<file path="src/rtl/seq_det_pkg.sv">
// ---------------------------------------------------------------------------
// seq_det_pkg
// Shared definitions for the parameterised serial sequence detector.
//   state_t      : detector FSM state (FILL = window not yet full,
//                  RUN = PAT_LEN valid bits held)
//   PAT_LEN_DEF  : default pattern length in bits
//   CNT_W_DEF    : default match counter width
// ---------------------------------------------------------------------------
package seq_det_pkg;

    typedef enum logic {
        FILL = 1'b0,
        RUN  = 1'b1
    } state_t;

    localparam int PAT_LEN_DEF = 4;
    localparam int CNT_W_DEF   = 8;

endpackage

</file>
<file path="src/rtl/seq_det_param.sv">
// ---------------------------------------------------------------------------
// seq_det_param
// Serial pattern detector with a run-time loadable pattern, selectable
// overlapping / non-overlapping detection and an optional saturating match
// counter.
//
// Parameters
//   PAT_LEN  pattern length in bits (2..16)
//   PAT_RST  pattern active after reset
//   OVERLAP  1 = overlapping detection, 0 = window restarts after a match
//   CNT_W    match counter width
//
// Ports
//   clk          single clock, rising edge
//   reset        asynchronous, active-low reset
//   din          serial data bit
//   din_valid    din is accepted only while high
//   pat_load     one-cycle strobe: pat_in becomes the pattern, window clears
//   pat_in       new pattern, MSB is the first-received bit
//   cnt_clr      synchronous clear of match_count (wins over a match)
//   z            registered one-cycle match pulse (latency 1 beat)
//   armed        high while the FSM is in RUN; this is the FSM state view
//   match_count  saturating number of matches
//
// Build option
//   SEQ_DET_COUNT_EN  when defined the match counter is built; otherwise
//                     match_count is tied to zero and cnt_clr is ignored.
//
// Handshake: a beat is one rising edge with din_valid high; there is no
// back-pressure, every valid beat is consumed unless pat_load is also high,
// in which case the beat is dropped.
// ---------------------------------------------------------------------------
module seq_det_param
    import seq_det_pkg::*;
#(
    parameter int                 PAT_LEN = PAT_LEN_DEF,
    parameter logic [PAT_LEN-1:0] PAT_RST = PAT_LEN'(4'b0101),
    parameter int                 OVERLAP = 1,
    parameter int                 CNT_W   = CNT_W_DEF
) (
    input  logic               clk,
    input  logic               reset,
    input  logic               din,
    input  logic               din_valid,
    input  logic               pat_load,
    input  logic [PAT_LEN-1:0] pat_in,
    input  logic               cnt_clr,
    output logic               z,
    output logic               armed,
    output logic [CNT_W-1:0]   match_count
);

    localparam int                FILL_W    = $clog2(PAT_LEN + 1);
    localparam logic [FILL_W-1:0] FILL_FULL = FILL_W'(PAT_LEN);

    state_t             state;
    logic [PAT_LEN-1:0] pattern;
    logic [PAT_LEN-1:0] hist;
    logic [PAT_LEN-1:0] hist_nxt;
    logic [FILL_W-1:0]  fill;
    logic [FILL_W-1:0]  fill_nxt;
    logic               hit;

    // Next window contents for a beat; a match needs the window to be full
    // after the beat, so the first PAT_LEN-1 beats can never match.
    always_comb begin
        hist_nxt = {hist[PAT_LEN-2:0], din};
        fill_nxt = (fill == FILL_FULL) ? FILL_FULL : fill + FILL_W'(1);
        hit      = din_valid && !pat_load &&
                   (fill_nxt == FILL_FULL) && (hist_nxt == pattern);
    end

    always_ff @(posedge clk or negedge reset) begin
        if (!reset) begin
            state   <= FILL;
            hist    <= '0;
            fill    <= '0;
            pattern <= PAT_RST;
            z       <= 1'b0;
        end else begin
            z <= hit;
            if (pat_load) begin
                pattern <= pat_in;
                hist    <= '0;
                fill    <= '0;
                state   <= FILL;
            end else if (din_valid) begin
                hist <= hist_nxt;
                if (hit && OVERLAP == 0) begin
                    // Non-overlapping: the next match needs PAT_LEN fresh bits.
                    fill  <= '0;
                    state <= FILL;
                end else begin
                    fill  <= fill_nxt;
                    state <= (fill_nxt == FILL_FULL) ? RUN : FILL;
                end
            end
        end
    end

    assign armed = (state == RUN);

`ifdef SEQ_DET_COUNT_EN
    logic [CNT_W-1:0] cnt;

    always_ff @(posedge clk or negedge reset) begin
        if (!reset) begin
            cnt <= '0;
        end else if (cnt_clr) begin
            cnt <= '0;
        end else if (hit && (cnt != {CNT_W{1'b1}})) begin
            cnt <= cnt + CNT_W'(1);
        end
    end

    assign match_count = cnt;
`else
    logic unused_cnt_clr;
    assign unused_cnt_clr = cnt_clr;
    assign match_count    = '0;
`endif

endmodule

</file>
<file path="config.mk">
export PLATFORM = sky130hd
export DESIGN_NAME = seq_det_param
export DESIGN_NICKNAME = d
export VERILOG_FILES = /design/src/rtl/seq_det_pkg.sv /design/src/rtl/seq_det_param.sv
export SDC_FILE = /design/constraint.sdc
export NUM_CORES = 1
export LEC_CHECK = 0
export ABC_CLOCK_PERIOD_IN_PS = 1750
export CAP_MARGIN = 10
export CORE_AREA = 2 2 44 46
export DETAILED_ROUTE_END_ITERATION = 10
export DIE_AREA = 0 0 46 48
export DONT_BUFFER_PORTS = 1
export PLACE_DENSITY = 0.52
export SYNTH_ARGS = -nofsm -noshare
export SYNTH_HDL_FRONTEND = slang
export SYNTH_SLANG_ARGS = --single-unit
</file>
<file path="constraint.sdc">
create_clock -name clk -period 1.75 [get_ports clk]
set_clock_uncertainty 0.2 [all_clocks]
set_input_delay 0.525 -clock clk [delete_from_list [all_inputs] [get_ports clk]]
set_output_delay 0.525 -clock clk [all_outputs]
set_load 0.05 [all_outputs]
</file>
==> flow_metrics.env <==
export IMPL_grt_pass1_wl_mm=1.55
export IMPL_p_switching_uw=161
export IMPL_fmax_mhz=615
export IMPL_drc_errors=0
export IMPL_netlist_area_leader_share_pct=38.9
export IMPL_cts_num_sinks=12
export IMPL_drive_above_1_share_pct=18.6
export IMPL_initial_core_util_pct=38.1
export IMPL_num_vias=385
export IMPL_clockBufferDepth=2
export IMPL_p_int_uw=411
export IMPL_critPathLaunchType="flop"
export IMPL_fin_hold_ws_ns=0.107
export IMPL_clkPwrFrac_pct=28.5
export IMPL_vias_per_cell=5.07
export IMPL_hpwl_microns=731
export IMPL_chipWidth_microns=46
export IMPL_multi_input_area_sq_um=289
export IMPL_diodes=0
export IMPL_routed_wl_microns=994
export IMPL_n_fill_cell=176
export IMPL_ant_nets=0
export IMPL_clockRootBuffer="clkbuf_4"
export IMPL_synth_top_area_cell="dfrtp_1"
export IMPL_grt_total_usage_pct=10.5
export IMPL_ff2ff_setup_slack_ns=0.20
export IMPL_final_net_count=73
export IMPL_post_cts_resized=0
export IMPL_hp_start="pat_load"
export IMPL_min_period_ns=1.63
export IMPL_postCtsHoldBufs=1
export IMPL_final_area_sq_um=653
export IMPL_power_density_nw_per_um2=876
export IMPL_min_to="armed"
export IMPL_setup_ws_ns=0.125
export IMPL_dpl_worst_slack_ns=0.237
export IMPL_grt_overflow_total=0
export IMPL_synth_cell_type_count=22
export IMPL_hold_viol=0
export IMPL_insertion_delay_ns=0.27
export IMPL_antenna_found_initial=0
export IMPL_setup_viol=0
export IMPL_numPortBuffers=0
export IMPL_cts_setup_buffers=0
export IMPL_netlist_top_cells_area="dfrtp_1 39%, buf_4 9.3%, dfstp_2 8.2%"
export IMPL_grt_pass1_vias=340
export IMPL_hold_path_class="in -> reg"
export IMPL_tns_ns=0
export IMPL_seqPwrFrac_pct=54.9
export IMPL_yosysSeqAreaShare_pct=47.1
export IMPL_cts_clk_slew_worst_paths_ns=0.07
export IMPL_crit_fanout=2
export IMPL_holdPathStages=1
export IMPL_cp_arrival_ns=0.90
export IMPL_core_sq_um=1690
export IMPL_p_leak_uw=0.000306
export IMPL_regArea_sq_um=303
export IMPL_dpl_cell_area_sq_um=621
export IMPL_status="complete, no violations"
export IMPL_crit_path_end_kind="primary output"
export IMPL_max_slew_margin_rel_pct=63.7
export IMPL_cts_tree="done"
export IMPL_grt_max_degree=13
export IMPL_row_count=15
export IMPL_instances_no_fill=76
export IMPL_irDropWorstVdd_uv=406
export IMPL_synth_avg_cell_area_sq_um=11.1
export IMPL_post_route_period_util_pct=92.9
export IMPL_syn_cell_area_sq_um=643
export IMPL_h_tree_depth=1
export IMPL_firstDrtPassIters=4
export IMPL_syn2layout_area_growth_pct=1.56
export IMPL_worst_pin_slew_ns=0.543
export IMPL_report_final_slew_viol_count=0
export IMPL_yosysWarnings=0
export IMPL_critical_path_class="reg -> out"
export IMPL_first_iter_violations=7
export IMPL_ys_seq_elements=12
export IMPL_place_inst=72
export IMPL_wl_per_cell_microns=13.1
export IMPL_r2r_end="armed"
export IMPL_die_area_sq_um=2210
export IMPL_synth_cells=58
export IMPL_swShare_pct=28.1
export IMPL_ios=20
export IMPL_rsz0062_at_grt="no"
export IMPL_die_h_microns=48
export IMPL_comb_power_share_pct=16.7
export IMPL_cts_buffers=3
export IMPL_required_ns=1.02
export IMPL_r2r_worst_path_cells=5
export IMPL_reg2reg_from="fill[0]"
export IMPL_drv_cap=0
export IMPL_globalplace_congestion=0.788
## worst max path at each step
stage               endpoint  depth (start not counted)    start
floorplan              armed                          5  fill[0]
global placement           z                          4  fill[0]
detailed placement     armed                          5  fill[0]
CTS                    armed                          0    armed
global route               z                          5  fill[0]
finish                 armed                          0    armed
## state kept, by name, indices dropped and copies added, names as in the netlist
register  count
z             1
pattern       4
fill          3
hist          3
armed         1
## routing by layer
layer  GRT usage (%)  wire, microns  vias to the layer above
met2            14.4            452                       16
li1                -              -                      180
met4            6.86             15                        0
met5               0              0                        -
met3            4.15             75                        2
met1            13.6            449                      187
## cell families after synthesis
kind of cell,share of synthesized area [%]
fa+ha+maj,3.89
xor+xnor,6.81
other cells,0.583
flops,47.1
buf+inv,12.1
compound gates,4.86
simple gates,11.5
mux,13.2
## synth_stat cells, drive strengths merged
cell,number
a211oi,1
dfstp,2
nor3,2
conb,1
a21oi,2
nand3b,1
mux2i,4
nor2b,1
a2bb2oi,1
mux2,4
nand3,2
buf,10
xor2,1
nand2,1
inv,2
nand2b,1
nor2,5
ha,2
and4b,1
dfrtp,10
xnor2,4
## per-stage QoR
step | utilization, % | power [uW]
floorplan | - | 420
global placement | 36.7 | 407
detailed placement | 36.7 | 408
CTS | 38.7 | 581
global route | 38.7 | 605
finish | 38.7 | 572
## placed cells by master, fill, tap and decap left out, drive strengths merged
cell and count:
a21oi 2, mux2 4, xor2 1, conb 8, clkbuf 3, nand2b 1
nand2 1, a2bb2oi 1, and4b 1, dlygate4sd3 1, mux2i 4, ha 2
dfstp 2, inv 2, nor3 2, a211oi 1, nor2b 1, nand3 2
nand3b 1, xnor2 4, dfrtp 10, nor2 5
## power groups by stage
| stage | Clock, uW | Combinational (uW) | Sequential, uW |
|---|---|---|---|
| after floorplan | 0 | 104 | 316 |
| after global placement | 0 | 87.4 | 319 |
| after detailed placement | 0 | 88.7 | 320 |
| after CTS | 171 | 96.0 | 314 |
| after global routing | 184 | 105 | 317 |
| final | 163 | 95.4 | 314 |
## final cells by class
class | instances | share of cell area (%)
timing repair buffer | 1 | 1.53
multi-input combinational | 41 | 44.3
sequential | 12 | 46.4
inverter | 2 | 1.15
tap | 17 | 3.26
clock buffer | 3 | 3.45
Power figures use the tool's default switching activity.
